<file path="src/rtl/date_feed_ctrl.sv">
// rtl/date_feed_ctrl.sv - two-requester round-robin byte feeder for a shared date checker
// Strips leading NULs, forwards bytes up to '@', then reports checker result, length and overflow.
module date_feed_ctrl (
  input  logic        clk,
  input  logic        reset,
  input  logic [1:0]  req_valid,
  input  logic [15:0] req_data,
  output logic [1:0]  req_ready,
  output logic [7:0]  chk_in,
  output logic        chk_vld,
  output logic        chk_clr,
  input  logic        chk_out,
  output logic        done,
  output logic        done_id,
  output logic        match,
  output logic [7:0]  len,
  output logic        ovf
);
  typedef enum logic [2:0] {S_IDLE, S_CLR, S_FEED, S_WAIT, S_REPORT} state_t;

  state_t     r_state, w_next;
  logic       r_prio, r_gid, r_seen_nz, r_ovf_acc;
  logic [7:0] r_cnt;
  logic [7:0] w_byte;
  logic       w_start, w_gnt_sel, w_accept, w_term, w_fwd;

  always_ff @(posedge clk or posedge reset) begin
    if (reset) r_state <= S_IDLE;
    else       r_state <= w_next;
  end

  always_comb begin
    w_next    = r_state;
    req_ready = 2'b00;
    w_start   = 1'b0;
    w_accept  = 1'b0;
    w_term    = 1'b0;
    w_fwd     = 1'b0;
    // The prio requester wins a tie; otherwise whoever is valid takes the grant.
    w_gnt_sel = req_valid[r_prio] ? r_prio : ~r_prio;
    w_byte    = r_gid ? req_data[15:8] : req_data[7:0];
    case (r_state)
      S_IDLE: begin
        w_start = |req_valid;
        if (w_start) w_next = S_CLR;
      end
      S_CLR:  w_next = S_FEED;
      S_FEED: begin
        req_ready[r_gid] = 1'b1;
        w_accept = req_valid[r_gid];
        w_term   = w_accept && (w_byte == 8'h40);
        w_fwd    = w_accept && !w_term && (r_seen_nz || (w_byte != 8'h00));
        if (w_term) w_next = S_WAIT;
      end
      S_WAIT:   w_next = S_REPORT;
      S_REPORT: w_next = S_IDLE;
      default:  w_next = S_IDLE;
    endcase
  end

  always_ff @(posedge clk or posedge reset) begin
    if (reset) begin
      r_prio    <= 1'b0;
      r_gid     <= 1'b0;
      r_seen_nz <= 1'b0;
      r_ovf_acc <= 1'b0;
      r_cnt     <= 8'h00;
      chk_in    <= 8'h00;
      chk_vld   <= 1'b0;
      chk_clr   <= 1'b0;
      done      <= 1'b0;
      done_id   <= 1'b0;
      match     <= 1'b0;
      len       <= 8'h00;
      ovf       <= 1'b0;
    end else begin
      chk_vld <= w_fwd;
      chk_in  <= w_fwd ? w_byte : 8'h00;
      chk_clr <= w_start;
      done    <= (r_state == S_REPORT);
      if (w_start) r_gid <= w_gnt_sel;
      if (r_state == S_CLR) begin
        r_cnt     <= 8'h00;
        r_seen_nz <= 1'b0;
        r_ovf_acc <= 1'b0;
      end
      if (w_fwd) begin
        r_seen_nz <= 1'b1;
        if (r_cnt == 8'hFF) r_ovf_acc <= 1'b1;
        else                r_cnt     <= r_cnt + 8'h01;
      end
      // By REPORT the checker has seen the last forwarded byte for a full cycle.
      if (r_state == S_REPORT) begin
        match   <= chk_out;
        len     <= r_cnt;
        ovf     <= r_ovf_acc;
        done_id <= r_gid;
        r_prio  <= ~r_gid;
      end
    end
  end
endmodule

</file>
<file path="config.mk">
export PLATFORM = sky130hd
export DESIGN_NAME = date_feed_ctrl
export DESIGN_NICKNAME = d
export VERILOG_FILES = /design/src/rtl/date_feed_ctrl.sv
export SDC_FILE = /design/constraint.sdc
export NUM_CORES = 1
export LEC_CHECK = 0
export CAP_MARGIN = 20
export CORE_MARGIN = 4
export CORE_UTILIZATION = 51
export DETAILED_ROUTE_END_ITERATION = 8
export PLACE_DENSITY = 0.83
export RECOVER_POWER = 100
export SETUP_SLACK_MARGIN = 0.05
export SLEW_MARGIN = 15
export SYNTH_ARGS = -nofsm -noshare
export SYNTH_HDL_FRONTEND = slang
export SYNTH_SLANG_ARGS = --single-unit
</file>
<file path="constraint.sdc">
create_clock -name clk -period 3.7 [get_ports clk]
set_clock_uncertainty 0.15 [all_clocks]
set_input_delay 0.555 -clock clk [delete_from_list [all_inputs] [get_ports clk]]
set_output_delay 0.555 -clock clk [all_outputs]
set_load 0.005 [all_outputs]
</file>
==> results of run 1 <==
==> worst max-delay path by stage <==
stage | start | to | slack [ns] | depth (start not counted)
finish | r_gid$_DFFE_PP0P_ | r_cnt[3]$_DFF_PP0_ | 0.80 | 5
global route | r_gid$_DFFE_PP0P_ | r_cnt[3]$_DFF_PP0_ | 0.51 | 5
CTS | r_gid$_DFFE_PP0P_ | req_ready[1] | 0.94 | 2
detailed placement | req_data[8] | r_cnt[3]$_DFF_PP0_ | 0.87 | 6
global placement | req_data[8] | r_cnt[3]$_DFF_PP0_ | 1.03 | 6
floorplan | req_data[8] | r_cnt[4]$_DFF_PP0_ | 1.77 | 6
==> per-layer routing <==
layer	GRT usage (%)	routed length [um]	vias to the layer above
li1	-	-	627
met1	24.05	1529	616
met2	31.66	1854	55
met3	5.782	314	10
met4	8.376	86	0
met5	0	0	-
==> flip-flops by register name, indices dropped and copies added (netlist names) <==
register   flops
len            8
r_prio         1
match          1
ovf            1
done           1
chk_vld        1
r_ovf_acc      1
r_gid          1
r_state        3
r_cnt          8
chk_clr        1
r_seen_nz      1
done_id        1
chk_in         8
==> metrics by stage <==
| stage | total power [mW] | worst slack, ns |
|---|---|---|
| floorplan | 0.9320 | 1.766 |
| global placement | 1.139 | 1.030 |
| detailed placement | 1.168 | 0.8702 |
| CTS | 1.369 | 0.9384 |
| global route | 1.419 | 0.5065 |
| finish | 1.325 | 0.7965 |
==> layout make-up <==
cell class	count	area, um2	share of cell area [%]
flip-flops and latches	37	925.9	41.62
multi-input cells	98	729.5	32.79
repair buffers	45	444.2	19.97
well taps	44	55.05	2.475
clock buffers	6	41.29	1.856
inverters	5	18.77	0.8436
clock inverters	2	10.01	0.4499
==> logic make-up (layout without fill, tap and decap cells) <==
kind of cell               count (synthesis)  in the layout  synth area share (%)
xor gates and xnor gates                   3              3                 1.530
DFF                                       37             37                 53.90
and+or+nand+nor                           49             49                 15.30
buffers and inverters                     12             58                 3.277
adders and majority gates                  1              1                0.7282
AOI/OAI and AO/OA                         23             23                 10.85
muxes                                     22             22                 14.42
==> synthesized netlist by cell type, types with 3 or more instances <==
master   number  area share [%]
mux2_2       12             7.9
inv_1         4            0.87
o21ai_0       6             1.7
buf_2         3            0.87
mux2i_1       9             5.2
dfrtp_1      37              54
nand2_1      13             2.8
nor2_1       15             3.3
nand3_1       6             1.7
==> report_power, final <==
part | switching [mW] | internal [mW]
Clock | 0.133 | 0.0724
Combinational | 0.208 | 0.268
Sequential | 0.128 | 0.515
==> worst reg2reg max path: cells and delay by family (launching register included) <==
| kind | cells | cell delay, ns |
|---|---|---|
| and+or+nand+nor | 2 | 0.74 |
| AOI/OAI and AO/OA | 3 | 0.97 |
| DFF | 1 | 0.94 |
==> results.cfg, run 1 <==
[clock_tree]
ctsHoldBuffers = 0
cts_buffers = 5
insertion_delay_ns = 0.35
cts_sinks = 37
clk_path_buf_depth = 2
tritoncts = built
cts.repair.resized = 0
root_buffer = clkbuf_4
postCtsSetupRepairBufs = 0
clkTransAtPathRegs_ns = 0.11
cts-htree-levels = 2

[min_path]
whs_path_depth = 2
min-delay-start = r_ovf_acc$_DFF_PP0_
hold_end = r_ovf_acc$_DFF_PP0_
min_path_type = flip-flop to flip-flop

[cells_and_area]
stdcell_count = 237
layout_commonest_cell = dfrtp_1
area_growth_pct = 29.50
final_cell_mix = 37 x dfrtp_1, 25 x dlygate4sd3_1, 19 x clkdlybuf4s50_1
postLayoutCellArea_mm2 = 0.002225
nFillCells = 230
num_antenna_cells = 0
postLayoutCoreUtil_pct = 71.12
fin_nets = 214
layout-drive-gt1-share_pct = 12.95

[yosys]
syn_avg_cell_area_um2 = 11.69
netlist_instances = 147
synthArstFlopShare_pct = 100.0
syn-num-nets = 169
ys.flop_type = dfrtp_1
synth.distinct_cells = 44
ys_seq_area_share_pct = 53.90
synth_area_mm2 = 0.001718
yosysWarnings = 0
synth_edf_count = 0
synth-seq-cells = 37

[critical_path]
reg2reg_depth = 5
crit_slowest_cell = dfrtp_1
r2r_start = r_gid$_DFFE_PP0P_
crit_family = compound AO/OA/AOI/OAI gates
cp.required_ns = 3.78
path_max_fanout = 20
crit_type = flip-flop to flip-flop
critPathBufInv = 0
timing.rr.end = r_cnt[3]$_DFF_PP0_
cp-start-kind = flip-flop
cpPeakStageDelay_ns = 0.94
path_cells = nor4b_1 -> o2bb2ai_2 -> o2111ai_4 -> nor2_1 -> o311ai_0
end_kind = flip-flop
reg2reg_slack_ns = 0.80
crit_arrival_ns = 2.98

[routing]
first_pass_iters = 4
drc = 0
vias_per_cell = 5.519
first_iter_violations = 79
ant_nets = 0
via_count = 1308
drt-total-wl_um = 3784
wl_per_cell_um = 15.97

[timing]
rsz0062_at_grt = false
fin_setup_tns_ns = 0
maxSlewHeadroom_pct = -29.75
finalCriticalPeriod_ns = 2.904
hold_ws_ns = 0.3469
finalHoldViolCount = 0
worst_pin_slew_ns = 1.946
drv_slew = 52
setup_violations = 0
fin_crit_sh_pct = 78.47
fmax_mhz = 344.4

[grt]
grt_remaining_overflow = 0
grt_pass1_wl_um = 6299
grt_usage_pct = 19.48
antenna_found_initial = 0
grt_max_degree = 38
grt_pass1_vias = 1346

[floorplan]
num_rows = 20
die_w_um = 66.04
io_pins = 45
floorplan.initialDensity_pct = 54.92
die_h_um = 66.04
die_area_mm2 = 0.004361
core_mm2 = 0.003128

[run_status]
violations = capacitance limit, slew limit
status = finished, violations left

[pwr]
ir_worst_vdd_mv = 0.3037
p_per_area_mw_per_mm2 = 595.6
power.leakage_nw = 1.034

[placed_design]
dp.final_hpwl_um = 2784
placed_cell_area_mm2 = 0.002188
dp.cells = 229
port_buffers = 44
gp_congestion = 0.7776

[run]
maxCapViolations = 2
Power figures use the tool's default switching activity.
==> run 2, diff against run 1 <==
--- a/config.mk
+++ b/config.mk
@@ -7,9 +7,9 @@
 export LEC_CHECK = 0
 export CAP_MARGIN = 20
 export CORE_MARGIN = 4
-export CORE_UTILIZATION = 51
+export CORE_UTILIZATION = 43
 export DETAILED_ROUTE_END_ITERATION = 8
-export PLACE_DENSITY = 0.83
+export PLACE_DENSITY = 0.75
 export RECOVER_POWER = 100
 export SETUP_SLACK_MARGIN = 0.05
 export SLEW_MARGIN = 15
==> constraint.sdc (replaced) <==
create_clock -name clk -period 2.4 [get_ports clk]
set_clock_uncertainty 0.15 [all_clocks]
set_input_delay 0.36 -clock clk [delete_from_list [all_inputs] [get_ports clk]]
set_output_delay 0.36 -clock clk [all_outputs]
set_load 0.005 [all_outputs]
==> results.cfg, run 2 (synthesized netlist as in run 1, its figures left out) <==
[timing]
worst_pin_slew_ns = 0.9003
drv_slew = 0
finalCriticalPeriod_ns = 2.224
rsz0062_at_grt = false
fin_setup_tns_ns = 0
fin_ws_ns = 0.1755
fmax_mhz = 449.5
maxSlewHeadroom_pct = 39.98
setup_violations = 0
fin_crit_sh_pct = 92.69
finalHoldViolCount = 0

[placed_design]
dp.cells = 238
dp.final_hpwl_um = 2733
dp_slack_ns = 0.04671
port_buffers = 44
gp_congestion = 0.8357

[grt]
grt_pass1_vias = 1355
antenna_found_initial = 0
grt_remaining_overflow = 0
grt_max_degree = 38
grt_usage_pct = 16.70
grt_pass1_wl_um = 6665

[run]
maxCapViolations = 0

[cells_and_area]
nFillCells = 300
layout_commonest_cell = dfrtp_1
area_growth_pct = 33.94
num_antenna_cells = 0
fin_nets = 219
layout-drive-gt1-share_pct = 16.67
stdcell_count = 246
final_cell_mix = 36 x dfrtp_1, 24 x dlygate4sd3_1, 20 x clkdlybuf4s50_1
reg_top3 = chk_in (8), len (8), r_cnt (8)

[clock_tree]
clk_path_buf_depth = 2
cts_sinks = 37
cts_buffers = 5
clkTransAtPathRegs_ns = 0.07
cts-htree-levels = 2
postCtsSetupRepairBufs = 0
tritoncts = built
insertion_delay_ns = 0.29
root_buffer = clkbuf_8

[routing]
wl_per_cell_um = 15.39
first_iter_violations = 45
drc = 0
via_count = 1326
drt-total-wl_um = 3787
first_pass_iters = 4
vias_per_cell = 5.390
ant_nets = 0

[pwr]
p_per_area_mw_per_mm2 = 945.5
clkPwrFrac_pct = 18.9
ir_worst_vdd_mv = 0.4582
p_int_mw = 1.438
switching_share_pct = 33.91
pwr-share-seq_pct = 44.0
power_frac_comb_pct = 37.1
p_switching_mw = 0.7377
power.leakage_nw = 1.068

[critical_path]
crit_family = compound AO/OA/AOI/OAI gates
crit_slowest_cell = dfrtp_2
crit_type = flip-flop to flip-flop
cpPeakStageDelay_ns = 0.49
critPathBufInv = 2
end_kind = flip-flop
path_cells = clkbuf_2 -> nor4_4 -> o2bb2ai_2 -> o2111ai_4 -> inv_1 -> a41oi_1 -> a211oi_1
path_max_fanout = 8
cp-start-kind = flip-flop
cp.required_ns = 2.40
crit_arrival_ns = 2.23

[floorplan]
io_pins = 45
die_area_mm2 = 0.005070
floorplan.initialDensity_pct = 45.55
die_w_um = 71.21
die_h_um = 71.21
core_mm2 = 0.003771
num_rows = 22

[run_status]
status = completed

[min_path]
min_path_type = flip-flop to flip-flop
-- run 2: changes by cell type in the layout (fill, tap and decap cells not counted), moves of 2 or more --
cell | before | now
clkbuf_4 | 5 | 0
clkbuf_8 | 0 | 5
clkbuf_2 | 0 | 3
buf_4 | 0 | 2
-- run 2: final cells by class --
cell class              instances  area (um2)  share of cell area [%]
clock inverters                 2       10.01                  0.4350
flip-flops and latches         37       927.1                   40.29
well taps                      48       60.06                   2.610
clock buffers                   6       72.57                   3.154
inverters                       5       18.77                  0.8157
multi-input cells              98       738.2                   32.08
repair buffers                 50       474.2                   20.61
-- run 2: through the flow --
| stage | util [%] | area [um2] | hold slack [ns] | power, mW |
|---|---|---|---|---|
| finish | 61.02 | 2301 | 0.3560 | 2.176 |
| global route | 61.02 | 2301 | 0.3833 | 2.354 |
| CTS | 61.35 | 2313 | 0.3631 | 2.259 |
| detailed placement | 59.16 | 2231 | 0.3449 | 1.835 |
| global placement | 59.16 | 2231 | 0.3375 | 1.797 |
| floorplan | - | 1718 | 0.2944 | 1.437 |
-- run 2: what timing repair did --
item                                    in CTS  in global routing
resized for setup                            0                  2
hold buffers                                 0                  0
endpoints found under the setup margin       0                  2
-- run 2: per-layer routing --
metal  track usage, %  vias up  part of all wire (%)
met4            5.637        0                  0.92
met5                0        -                     0
met3            5.398        4                   7.5
li1                 -      622                     -
met2            25.61       48                    49
met1            22.25      652                    43
-- run 2: final timing paths --
| path | start | endpoint | slack, ns | cells after the start |
|---|---|---|---|---|
| min in group asynchronous | reset | chk_in[6]$_DFF_PP0_ | 0.65 | 3 |
| max reg2reg | r_gid$_DFFE_PP0P_ | r_cnt[4]$_DFF_PP0_ | 0.18 | 7 |
| min reg2reg | len[5]$_DFFE_PP0P_ | len[5]$_DFFE_PP0P_ | 0.36 | 1 |
| max in group asynchronous | reset | r_gid$_DFFE_PP0P_ | 0.85 | 3 |
| max | r_gid$_DFFE_PP0P_ | r_cnt[4]$_DFF_PP0_ | 0.18 | 7 |
| min | len[5]$_DFFE_PP0P_ | len[5]$_DFFE_PP0P_ | 0.36 | 1 |
-- run 2: power groups by stage --
stage	Clock (mW)	Sequential [mW]	Combinational [mW]
after global placement	0	0.960	0.837
after detailed placement	0	0.975	0.860
after CTS	0.427	0.964	0.868
final	0.412	0.957	0.806
after global routing	0.469	0.986	0.899
after floorplan	0	0.910	0.527
